**config.mk**
```make
export PLATFORM = sky130hd
export DESIGN_NAME = fetch_stage_flat
export DESIGN_NICKNAME = d
export VERILOG_FILES = /design/src/rtl/fetch_pkg.sv /design/src/rtl/fetch_stage_if.sv /design/src/rtl/fetch_addr_check.sv /design/src/rtl/fetch_stage.sv /design/src/flat_wrapper.sv
export SDC_FILE = /design/constraint.sdc
export NUM_CORES = 1
export LEC_CHECK = 0
export CAP_MARGIN = 5
export CELL_PAD_IN_SITES_DETAIL_PLACEMENT = 0
export CELL_PAD_IN_SITES_GLOBAL_PLACEMENT = 2
export CORE_ASPECT_RATIO = 2
export CORE_UTILIZATION = 29
export CTS_BUF_LIST = sky130_fd_sc_hd__clkbuf_2 sky130_fd_sc_hd__clkbuf_4 sky130_fd_sc_hd__clkbuf_8
export CTS_CLUSTER_DIAMETER = 100
export DETAILED_ROUTE_END_ITERATION = 6
export GPL_TIMING_DRIVEN = 1
export PLACE_DENSITY = 0.88
export SLEW_MARGIN = 15
export SYNTH_ARGS = -nofsm -noshare
export SYNTH_HDL_FRONTEND = slang
export SYNTH_SLANG_ARGS = --single-unit
export TNS_END_PERCENT = 20
```
**constraint.sdc**
```tcl
create_clock -name clk -period 6.3 [get_ports clk]
set_input_delay 0.945 -clock clk [delete_from_list [all_inputs] [get_ports clk]]
set_output_delay 0.945 -clock clk [all_outputs]
set_load 0.03 [all_outputs]
```
**src/rtl/fetch_pkg.sv**
```systemverilog
// Shared types and constants for the instruction-fetch stage.
package fetch_pkg;

  localparam logic [31:0] RESET_VECTOR = 32'hBFC0_0000;
  localparam logic [31:0] NOP          = 32'h0000_0013;

  typedef enum logic {
    RUN  = 1'b0,
    HALT = 1'b1
  } fetch_state_t;

  typedef struct packed {
    logic [31:0] instr;
    logic [31:0] pc;
    logic [31:0] pc_plus4;
    logic        valid;
  } if_id_t;

endpackage

```
**src/rtl/fetch_stage_if.sv**
```systemverilog
// Fetch-stage bus: ROM address/data, pipeline control and IF/ID outputs.
interface fetch_stage_if;
  logic [31:0] instr_addr_o;
  logic [31:0] instr_rd_i;
  logic        stall_i;
  logic        redirect_i;
  logic [31:0] redirect_target_i;
  logic [31:0] if_id_instr_o;
  logic [31:0] if_id_pc_o;
  logic [31:0] if_id_pc_plus4_o;
  logic        if_id_valid_o;
  logic        fault_o;
  logic [31:0] fault_pc_o;
  logic [31:0] fetch_count_o;

  // Fetch stage side
  modport master (
    output instr_addr_o,
    input  instr_rd_i,
    input  stall_i,
    input  redirect_i,
    input  redirect_target_i,
    output if_id_instr_o,
    output if_id_pc_o,
    output if_id_pc_plus4_o,
    output if_id_valid_o,
    output fault_o,
    output fault_pc_o,
    output fetch_count_o
  );

  // ROM / pipeline-control / decode side
  modport slave (
    input  instr_addr_o,
    output instr_rd_i,
    output stall_i,
    output redirect_i,
    output redirect_target_i,
    input  if_id_instr_o,
    input  if_id_pc_o,
    input  if_id_pc_plus4_o,
    input  if_id_valid_o,
    input  fault_o,
    input  fault_pc_o,
    input  fetch_count_o
  );
endinterface

```
**src/rtl/fetch_addr_check.sv**
```systemverilog
// Combinational fetch-window legality check: word aligned and inside
// [base, base+size-4]. 33-bit compare so a wrapped address never passes.
module fetch_addr_check (
  input  logic [32:0] i_addr,
  input  logic [31:0] i_base,
  input  logic [31:0] i_size,
  output logic        o_legal
);
  logic [32:0] w_lo;
  logic [32:0] w_hi;

  assign w_lo = {1'b0, i_base};
  assign w_hi = {1'b0, i_base} + {1'b0, i_size} - 33'd4;

  // Aligned and within the inclusive window bounds
  always_comb begin
    o_legal = (i_addr[1:0] == 2'b00) && (i_addr >= w_lo) && (i_addr <= w_hi);
  end
endmodule

```
**src/rtl/fetch_stage.sv**
```systemverilog
// Instruction-fetch stage: owns the PC, drives the combinational ROM,
// captures IF/ID, handles stall, redirect and fetch-window faults.
module fetch_stage
  import fetch_pkg::*;
#(
  parameter logic [31:0] RESET_PC  = RESET_VECTOR,
  parameter int unsigned ROM_BYTES = 4096,
  parameter logic [31:0] NOP_INSTR = NOP
) (
  input logic           clk,
  input logic           rst,
  fetch_stage_if.master bus
);
  localparam logic [31:0] ROM_SIZE = 32'(ROM_BYTES);

  fetch_state_t r_state, w_state_nxt;
  logic [31:0]  r_pc, w_pc_nxt;
  if_id_t       r_if_id, w_if_id_nxt;
  logic         r_fault, w_fault_nxt;
  logic [31:0]  r_fault_pc, w_fault_pc_nxt;
  logic [31:0]  r_count, w_count_nxt;

  logic [32:0]  w_pc_plus4;
  logic         w_pc4_legal;
  logic         w_tgt_legal;

  assign w_pc_plus4 = {1'b0, r_pc} + 33'd4;

  fetch_addr_check u_chk_target (
    .i_addr  ({1'b0, bus.redirect_target_i}),
    .i_base  (RESET_PC),
    .i_size  (ROM_SIZE),
    .o_legal (w_tgt_legal)
  );

  fetch_addr_check u_chk_pc4 (
    .i_addr  (w_pc_plus4),
    .i_base  (RESET_PC),
    .i_size  (ROM_SIZE),
    .o_legal (w_pc4_legal)
  );

  // State register: all architectural state, synchronous reset
  always_ff @(posedge clk) begin
    if (rst) begin
      r_state    <= RUN;
      r_pc       <= RESET_PC;
      r_if_id    <= '{instr: NOP_INSTR, pc: '0, pc_plus4: '0, valid: 1'b0};
      r_fault    <= 1'b0;
      r_fault_pc <= '0;
      r_count    <= '0;
    end else begin
      r_state    <= w_state_nxt;
      r_pc       <= w_pc_nxt;
      r_if_id    <= w_if_id_nxt;
      r_fault    <= w_fault_nxt;
      r_fault_pc <= w_fault_pc_nxt;
      r_count    <= w_count_nxt;
    end
  end

  // Next-state: redirect > stall > advance in RUN; HALT only drains to bubbles
  always_comb begin
    w_state_nxt    = r_state;
    w_pc_nxt       = r_pc;
    w_if_id_nxt    = r_if_id;
    w_fault_nxt    = r_fault;
    w_fault_pc_nxt = r_fault_pc;
    w_count_nxt    = r_count;
    unique case (r_state)
      RUN: begin
        if (bus.redirect_i) begin
          // Bubble keeps the previous pc fields
          w_if_id_nxt.instr = NOP_INSTR;
          w_if_id_nxt.valid = 1'b0;
          if (w_tgt_legal) begin
            w_pc_nxt = bus.redirect_target_i;
          end else begin
            w_fault_nxt    = 1'b1;
            w_fault_pc_nxt = bus.redirect_target_i;
            w_state_nxt    = HALT;
          end
        end else if (!bus.stall_i) begin
          // Last in-window word is still delivered before halting
          w_if_id_nxt = '{instr: bus.instr_rd_i, pc: r_pc,
                          pc_plus4: w_pc_plus4[31:0], valid: 1'b1};
          w_count_nxt = r_count + 32'd1;
          if (w_pc4_legal) begin
            w_pc_nxt = w_pc_plus4[31:0];
          end else begin
            w_fault_nxt    = 1'b1;
            w_fault_pc_nxt = w_pc_plus4[31:0];
            w_state_nxt    = HALT;
          end
        end
      end
      HALT: begin
        if (!bus.stall_i) begin
          w_if_id_nxt.instr = NOP_INSTR;
          w_if_id_nxt.valid = 1'b0;
        end
      end
      default: w_state_nxt = RUN;
    endcase
  end

  assign bus.instr_addr_o     = r_pc;
  assign bus.if_id_instr_o    = r_if_id.instr;
  assign bus.if_id_pc_o       = r_if_id.pc;
  assign bus.if_id_pc_plus4_o = r_if_id.pc_plus4;
  assign bus.if_id_valid_o    = r_if_id.valid;
  assign bus.fault_o          = r_fault;
  assign bus.fault_pc_o       = r_fault_pc;
  assign bus.fetch_count_o    = r_count;
endmodule
```
**src/flat_wrapper.sv**
```systemverilog
// flat-port wrapper written by rule: the top's interface ports become plain ports
module fetch_stage_flat import fetch_pkg::*;
#(
  parameter logic [31:0] RESET_PC  = RESET_VECTOR,
  parameter int unsigned ROM_BYTES = 4096,
  parameter logic [31:0] NOP_INSTR = NOP
)
  (clk, rst, bus_instr_addr_o, bus_instr_rd_i, bus_stall_i, bus_redirect_i, bus_redirect_target_i, bus_if_id_instr_o, bus_if_id_pc_o, bus_if_id_pc_plus4_o, bus_if_id_valid_o, bus_fault_o, bus_fault_pc_o, bus_fetch_count_o);
  fetch_stage_if bus_i ();
  input logic clk;
  input logic rst;
  output wire logic [$bits(bus_i.instr_addr_o)-1:0] bus_instr_addr_o;
  input wire logic [$bits(bus_i.instr_rd_i)-1:0] bus_instr_rd_i;
  input wire logic [$bits(bus_i.stall_i)-1:0] bus_stall_i;
  input wire logic [$bits(bus_i.redirect_i)-1:0] bus_redirect_i;
  input wire logic [$bits(bus_i.redirect_target_i)-1:0] bus_redirect_target_i;
  output wire logic [$bits(bus_i.if_id_instr_o)-1:0] bus_if_id_instr_o;
  output wire logic [$bits(bus_i.if_id_pc_o)-1:0] bus_if_id_pc_o;
  output wire logic [$bits(bus_i.if_id_pc_plus4_o)-1:0] bus_if_id_pc_plus4_o;
  output wire logic [$bits(bus_i.if_id_valid_o)-1:0] bus_if_id_valid_o;
  output wire logic [$bits(bus_i.fault_o)-1:0] bus_fault_o;
  output wire logic [$bits(bus_i.fault_pc_o)-1:0] bus_fault_pc_o;
  output wire logic [$bits(bus_i.fetch_count_o)-1:0] bus_fetch_count_o;
  assign bus_instr_addr_o = bus_i.instr_addr_o;
  assign bus_i.instr_rd_i = bus_instr_rd_i;
  assign bus_i.stall_i = bus_stall_i;
  assign bus_i.redirect_i = bus_redirect_i;
  assign bus_i.redirect_target_i = bus_redirect_target_i;
  assign bus_if_id_instr_o = bus_i.if_id_instr_o;
  assign bus_if_id_pc_o = bus_i.if_id_pc_o;
  assign bus_if_id_pc_plus4_o = bus_i.if_id_pc_plus4_o;
  assign bus_if_id_valid_o = bus_i.if_id_valid_o;
  assign bus_fault_o = bus_i.fault_o;
  assign bus_fault_pc_o = bus_i.fault_pc_o;
  assign bus_fetch_count_o = bus_i.fetch_count_o;
  fetch_stage #(.RESET_PC(RESET_PC), .ROM_BYTES(ROM_BYTES), .NOP_INSTR(NOP_INSTR)) u_core (.clk(clk), .rst(rst), .bus(bus_i));
endmodule
```
==> results of run 1 <==
sequential cells by signal, indices dropped and copies added (netlist names):
name	count
u_core.bus.fault_pc_o	32
u_core.bus.fetch_count_o	32
u_core.bus.if_id_instr_o	32
u_core.bus.if_id_pc_o	32
u_core.bus.instr_addr_o	32
u_core.bus.if_id_pc_plus4_o	30
u_core.bus.fault_o	1
u_core.bus.if_id_valid_o	1
u_core.r_state	1
path summary, 6_finish.rpt:
kind                                                               from                                        to  depth (start not counted)
worst max-delay path            u_core.bus.instr_addr_o[3]$_SDFFE_PP0P_  u_core.bus.instr_addr_o[21]$_SDFFE_PP0P_                          9
worst min-delay path             u_core.bus.if_id_pc_o[29]$_SDFFE_PP0P_    u_core.bus.if_id_pc_o[29]$_SDFFE_PP0P_                          2
worst max register to register  u_core.bus.instr_addr_o[3]$_SDFFE_PP0P_  u_core.bus.instr_addr_o[21]$_SDFFE_PP0P_                          9
worst min register to register   u_core.bus.if_id_pc_o[29]$_SDFFE_PP0P_    u_core.bus.if_id_pc_o[29]$_SDFFE_PP0P_                          2
area by class of cell:
class | count | area share [%]
antenna | 1 | 0.0215
clock buffer | 18 | 2.07
multi-input combinational | 726 | 35.7
inverter | 15 | 0.484
timing repair buffer | 269 | 22.9
sequential | 193 | 33.2
clock inverter | 14 | 1.82
tap | 356 | 3.83
layout by cell type (no fill, tap or decap), types with 6 or more instances in the layout:
cell type                         instances
sky130_fd_sc_hd__a22oi_1                 29
sky130_fd_sc_hd__mux2i_1                 24
sky130_fd_sc_hd__a21oi_1                 59
sky130_fd_sc_hd__nand3_1                 48
sky130_fd_sc_hd__nand2b_1                46
sky130_fd_sc_hd__clkbuf_8                17
sky130_fd_sc_hd__a211o_1                  7
sky130_fd_sc_hd__and2_1                  11
sky130_fd_sc_hd__nor4_1                  12
sky130_fd_sc_hd__clkdlybuf4s50_1        259
sky130_fd_sc_hd__dfxtp_1                193
sky130_fd_sc_hd__nand2_1                120
sky130_fd_sc_hd__a211oi_1                23
sky130_fd_sc_hd__nand4_1                 19
sky130_fd_sc_hd__buf_4                    8
sky130_fd_sc_hd__or3_1                    6
sky130_fd_sc_hd__inv_1                   15
sky130_fd_sc_hd__nor2_1                 140
sky130_fd_sc_hd__nor3_1                  25
sky130_fd_sc_hd__xnor2_1                 30
sky130_fd_sc_hd__and4_1                   9
sky130_fd_sc_hd__xor2_1                  26
sky130_fd_sc_hd__o21ai_0                 39
worst max-delay path: cells and delay by family, from the launching register on:
| kind | cells | cell delay (ns) |
|---|---|---|
| flip-flops | 1 | 0.58 |
| AND/OR/NAND/NOR | 5 | 1.84 |
| adder cells (fa/ha/maj) | 1 | 0.38 |
| AO/OA/AOI/OAI | 3 | 1.15 |
cell usage after synthesis (all sizes together), types with 3 or more instances:
cell,number
dfxtp,193
nor2,142
nand2,120
clkbuf,66
a21oi,59
nand3,49
nand2b,46
o21ai,39
xnor2,30
a22oi,29
nor3,27
xor2,26
mux2i,24
a211oi,23
nand4,19
buf,18
inv,15
nor4,13
and2,11
and4,9
a211o,7
or3,7
o22ai,5
a31oi,4
and3,4
or2,4
or4,4
ha,3
cells by family (layout without fill, tap and decap cells):
family / Yosys count / after routing / share of synthesized area [%]
AO/OA/AOI/OAI: 181 / 181 / 13.7
flip-flops: 193 / 193 / 46.0
AND/OR/NAND/NOR: 462 / 462 / 26.2
buffers and inverters: 99 / 316 / 4.99
adder cells (fa/ha/maj): 3 / 3 / 0.447
XOR/XNOR: 56 / 56 / 5.83
multiplexers: 24 / 24 / 2.86
other: 0 / 1 / 0
stage by stage:
stage          area (sq um)  instances  total power, mW  worst slack [ns]  utilization (%)
2_1_floorplan          8410       1018             1.54              2.55                -
3_3_place_gp          11200       1559             1.72              2.07             39.5
3_5_place_dp          11200       1559             1.72              1.97             39.5
4_1_cts               11600       1591             2.68              1.95             41.1
5_1_grt               11600       1592             2.74              1.91             41.1
6_report              11600       1592             2.63              2.24             41.1
per-layer routing:
metal | routed length (microns) | part of all wire [%]
met5 | 0 | 0
met4 | 1250 | 4.2
met3 | 1320 | 4.5
met2 | 15900 | 54
met1 | 11100 | 37
where the power goes:
group	internal, mW	switching, mW	total (mW)	leakage, nW
registers	1.26	0.0331	1.29	1.57
logic	0.159	0.233	0.392	2.25
clock network	0.476	0.469	0.946	0.227
==> impl_summary.txt, run 1 <==
----------------------------------------------------
[Drt]
  Vias ... about 8000
  Number of iterations in the first detailed-routing pass ... 5
  Via-per-instance ratio ... roughly 4.9
  Post-route DRC ... 0
  Residual antenna-violating net count after detailed routing ... 0
  Violation count after the first detailed-routing iteration ... 360
  Drt wl/cell ... 18.6 microns
  Total wire length after detailed routing ... 29.5 mm

[Timing]
  Transition time at the pin with the least slew margin ... 0.983 ns
  Final period util ... 64.4%
  Fin crit period ... 4.06 ns
  Final setup violation count ... 0
  Fmax ... between 200 and 250 MHz
  Setup repair after global routing missed its margin ... no
  Hold_ws ... 0.459 ns
  Setup TNS after final layout ... 0 ns
  Worst clock skew on the final layout ... 0.0134 ns
  Max transition margin ... 34.5%
  Number of pins with negative max-slew slack in the final report ... 0
  Total count of hold-check failures in the final report ... 0

[Clock tree]
  Master cell of the clock root buffer ... sky130_fd_sc_hd__clkbuf_8
  H-Tree Depth ... 4
  TritonCTS sink count ... ~190
  CTS tree ... done
  CTS Buf Count ... 17
  Number of instances resized during post-cts repair ... 0
  Total of hold buffers inserted after clock tree synthesis ... 0
  Buffers inserted during post-CTS setup optimization ... 0
  Insertion delay to the later sink of the worst-skew pair ... 0.50 ns
  Clock-pin slew on the worst setup and hold paths ... 0.10 ns
  Maximum root-to-sink buffer count ... 2

[Layout]
  Area used by multi-input combinational logic ... 4160 sq um
  Filler cell count ... 2892
  Fraction of final layout cells with drive strength greater than 1 ... 4.53%
  Area occupied by registers ... 3860 sq um
  Count of nets after finishing ... 1293
  Layout Area Growth over Synthesis ... 38.5%

[Power]
  Worst vdd rail ir drop ... 148 uV
  Power density over cell area ... 226 nW/um^2
  Leakage power of the design ... 4.05 nW

[Logic synthesis]
  Flop and latch count out of synthesis ... 193
  Cells after Synth ... 1018
  Count of synthesis-stage warnings from yosys ... 0
  Mapped Area ... 8410 sq um
  Post-Synthesis Net Count ... 1089
  Avg Cell Area, Syn ... 8.26 sq um
  Cell types with the largest area share after synthesis ... sky130_fd_sc_hd__dfxtp_1, sky130_fd_sc_hd__nor2_1, sky130_fd_sc_hd__nand2_1, sky130_fd_sc_hd__a21oi_1, sky130_fd_sc_hd__nand2b_1
  Async SR Flop Fraction ... 0%
  Count of unique library cells instantiated by Yosys ... 49
  Part of the Yosys area used for sequential elements ... between 40% and 50%
  Post-synth top area share ... between 40% and 50%
  Leading register cell type out of synthesis ... sky130_fd_sc_hd__dfxtp_1
  Number of flops mapped to enable cells by yosys ... 0
  Cell type with the largest total area after synthesis ... sky130_fd_sc_hd__dfxtp_1

[Floorplanning]
  # rows ... 87
  Starting density of the core ... 29.7%
  Die extent in y ... 243 microns
  Core Area ... 28300 sq um
  Die boundary width ... about 120 microns
  Io pins ... 262
  Floorplan die area ... 29700 sq um

[Critical path]
  Worst path slowest cell ... sky130_fd_sc_hd__or3_1
  Sequence of cells on the critical path ... ha_1 -> nand4_1 -> or3_1 -> nor4_1 -> o22ai_1 -> a2111o_1 -> a2111oi_4 -> nor3_2 -> and2_1
  CP max stage delay ... between 0.6 and 0.7 ns
  Highest fanout seen on the critical path ... 19
  Register-to-register path setup slack ... 2.24 ns
  Critical Path AT ... about 4.5 ns
  Setup Crit Path Kind ... reg2reg
  Category of the worst setup path launch point ... register
  Worst setup EP type ... register
  Required time worst endpoint ... 6.69 ns

[Global route]
  Antenna violations before repair ... 1
  GR Util All Layers ... 20.1%
  Vias in the first global route ... 7630
  Total congestion overflow after global routing ... 0
  Pin count of the biggest net entering global routing ... 108
  Met2 track utilization from global routing ... 36.9%
  First-pass GRT wire length ... about 44 mm
  Met1 Usage GRT ... 20.8%
  GR Layer Usage met3 ... 4.09%
  Most congested layer reported by global routing ... met2

[Status]
  Outcome ... complete, no violations

[Run]
  Maximum capacitance violations ... 0

[Place]
  Port bufs ... ~260
  Placer congestion estimate ... approximately 0.86
  Placed wire-length estimate ... 21.8 mm

[Worst hold path]
  Path class of the lowest-slack min-delay path ... reg2reg

----------------------------------------------------
No activity file was read; power rests on OpenSTA's default activity.
==> run 2: changes to the inputs <==
Settings changed: CORE_UTILIZATION 29 to 25, PLACE_DENSITY 0.88 to 0.8.
Clock period 6.3 ns to 3.6 ns, I/O delays scaled along.
==> impl_summary.txt, run 2 (synthesized netlist as in run 1, its figures left out) <==
----------------------------------------------------
[Drt]
  Drt wl/cell ... approximately 19 microns
  Total wire length after detailed routing ... 32.1 mm
  Number of iterations in the first detailed-routing pass ... 5
  Residual antenna-violating net count after detailed routing ... 0
  Via-per-instance ratio ... 4.73
  Violation count after the first detailed-routing iteration ... 389
  Post-route DRC ... 0
  Vias ... 8107

[Worst hold path]
  Path class of the lowest-slack min-delay path ... reg2reg

[Layout]
  Highest-count cells in the layout ignoring fill and taps ... sky130_fd_sc_hd__clkdlybuf4s50_1, sky130_fd_sc_hd__dfxtp_1, sky130_fd_sc_hd__nor2_1
  Count of nets after finishing ... 1338
  Layout Area Growth over Synthesis ... 44.0%
  Most common cell after layout, fill and taps aside ... sky130_fd_sc_hd__clkdlybuf4s50_1
  Fraction of final layout cells with drive strength greater than 1 ... 8.98%

[Clock tree]
  Maximum root-to-sink buffer count ... 2
  Insertion delay to the later sink of the worst-skew pair ... approximately 0.50 ns
  CTS tree ... done
  Clock-pin slew on the worst setup and hold paths ... 0.10 ns
  Master cell of the clock root buffer ... sky130_fd_sc_hd__clkbuf_8
  H-Tree Depth ... 4
  TritonCTS sink count ... 193
  CTS Buf Count ... 17

[Critical path]
  Gate family responsible for the most delay along the worst path ... simple AND/OR/NAND/NOR gates
  CP max stage delay ... 0.60 ns
  Highest fanout seen on the critical path ... 19
  Setup Crit Path Kind ... reg2reg
  Sequence of cells on the critical path ... nand3_4 -> or4_1 -> or3_1 -> a2111o_1 -> a2111o_1 -> a2111oi_4 -> buf_4 -> nor3_2 -> buf_4 -> and2_1
  Register-to-register path setup slack ... 0.11 ns
  Category of the worst setup path launch point ... register
  Required time worst endpoint ... approximately 4.0 ns
  Worst path slowest cell ... sky130_fd_sc_hd__or4_1
  Worst setup EP type ... register
  Crit path buf inv count ... 2
  Critical Path AT ... 3.89 ns

[Timing]
  Final setup violation count ... 0
  Fin crit period ... 3.49 ns
  Total count of hold-check failures in the final report ... 0
  Fin worst setup slack ... 0.106 ns
  Fmax ... 286 MHz
  Setup TNS after final layout ... 0 ns
  Number of pins with negative max-slew slack in the final report ... 0
  Worst clock skew on the final layout ... about 0.013 ns
  Hold_ws ... between 0.4 and 0.5 ns
  Max transition margin ... 31.5%
  Final period util ... 97.1%
  Transition time at the pin with the least slew margin ... a little over 1 ns

[Floorplanning]
  Die boundary width ... roughly 130 microns
  Floorplan die area ... about 34000 sq um
  Starting density of the core ... about 25%
  # rows ... 94
  Io pins ... 262
  Die extent in y ... ~260 microns
  Core Area ... ~33000 sq um

[Place]
  Setup slack after placement ... between 0.1 and 0.15 ns
  Placer congestion estimate ... roughly 0.89
  Placed wire-length estimate ... 23.8 mm
  Port bufs ... between 200 and 300

[Status]
  Outcome ... complete, no violations

[Global route]
  Pin count of the biggest net entering global routing ... 120
  Total congestion overflow after global routing ... 0
  First-pass GRT wire length ... 48.1 mm
  Antenna violations before repair ... 1
  Vias in the first global route ... 7904
  GR Util All Layers ... 18.5%

[Power]
  Worst vdd rail ir drop ... 244 uV
  Leakage power of the design ... 4.27 nW
  Power Total ... 4.57 mW
  Power density over cell area ... 377 nW/um^2

[Run]
  Maximum capacitance violations ... 0

----------------------------------------------------
-- run 2: what timing repair did --
| item | CTS | global route |
|---|---|---|
| hold buffers | 0 | 0 |
| setup buffers | 0 | 3 |
| gates resized for setup | 0 | 3 |
| setup endpoints to repair | 0 | 54 |
-- run 2: per-stage QoR --
step	utilization [%]	cells	area (sq um)
after CTS	36.5	1709	12100
final	36.6	1713	12100
after global placement	35.2	1677	11600
after global routing	36.6	1713	12100
after floorplan	-	1018	8430
after detailed placement	35.2	1677	11600
-- run 2: routing by layer --
| metal | vias up | wire length (microns) | global-route usage, % | share of wire, % |
|---|---|---|---|---|
| met5 | - | 0 | 0 | 0 |
| met4 | 0 | 1110 | 9.08 | 3.5 |
| met3 | 48 | 1270 | 3.04 | 4.0 |
| met2 | 246 | 17700 | 35.9 | 55 |
| met1 | 3833 | 12000 | 19.1 | 37 |
| li1 | 3980 | - | - | - |
-- run 2: final timing paths --
kind | end | start | cells after the start
worst max-delay path | u_core.bus.instr_addr_o[12]$_SDFFE_PP0P_ | u_core.bus.instr_addr_o[6]$_SDFFE_PP0P_ | 10
worst min-delay path | u_core.bus.if_id_pc_o[26]$_SDFFE_PP0P_ | u_core.bus.if_id_pc_o[26]$_SDFFE_PP0P_ | 2
worst max register to register | u_core.bus.instr_addr_o[12]$_SDFFE_PP0P_ | u_core.bus.instr_addr_o[6]$_SDFFE_PP0P_ | 10
worst min register to register | u_core.bus.if_id_pc_o[26]$_SDFFE_PP0P_ | u_core.bus.if_id_pc_o[26]$_SDFFE_PP0P_ | 2
-- run 2: layout make-up --
class,count,area (sq um)
multi-input combinational,726,4170
sequential,193,3880
fill,3401,20900
tap,432,541
timing repair buffer,314,3020
inverter,15,56.3
clock buffer,21,283
antenna,1,2.50
clock inverter,11,154
-- run 2: worst reg2reg max path, cell delays in order, from the launching register on --
cell                        delay, ns
sky130_fd_sc_hd__dfxtp_2         0.38
sky130_fd_sc_hd__nand3_4         0.13
sky130_fd_sc_hd__or4_1           0.61
sky130_fd_sc_hd__or3_1           0.38
sky130_fd_sc_hd__a2111o_1        0.41
sky130_fd_sc_hd__a2111o_1        0.46
sky130_fd_sc_hd__a2111oi_4       0.41
sky130_fd_sc_hd__buf_4           0.19
sky130_fd_sc_hd__nor3_2          0.04
sky130_fd_sc_hd__buf_4           0.23
sky130_fd_sc_hd__and2_1          0.17
-- run 2: where the power goes --
group          switching (mW)  internal (mW)  leakage [nW]
combinational           0.435          0.297          2.48
sequential             0.0472           2.21          1.57
clock                   0.824          0.755         0.216
total                    1.31           3.26          4.27
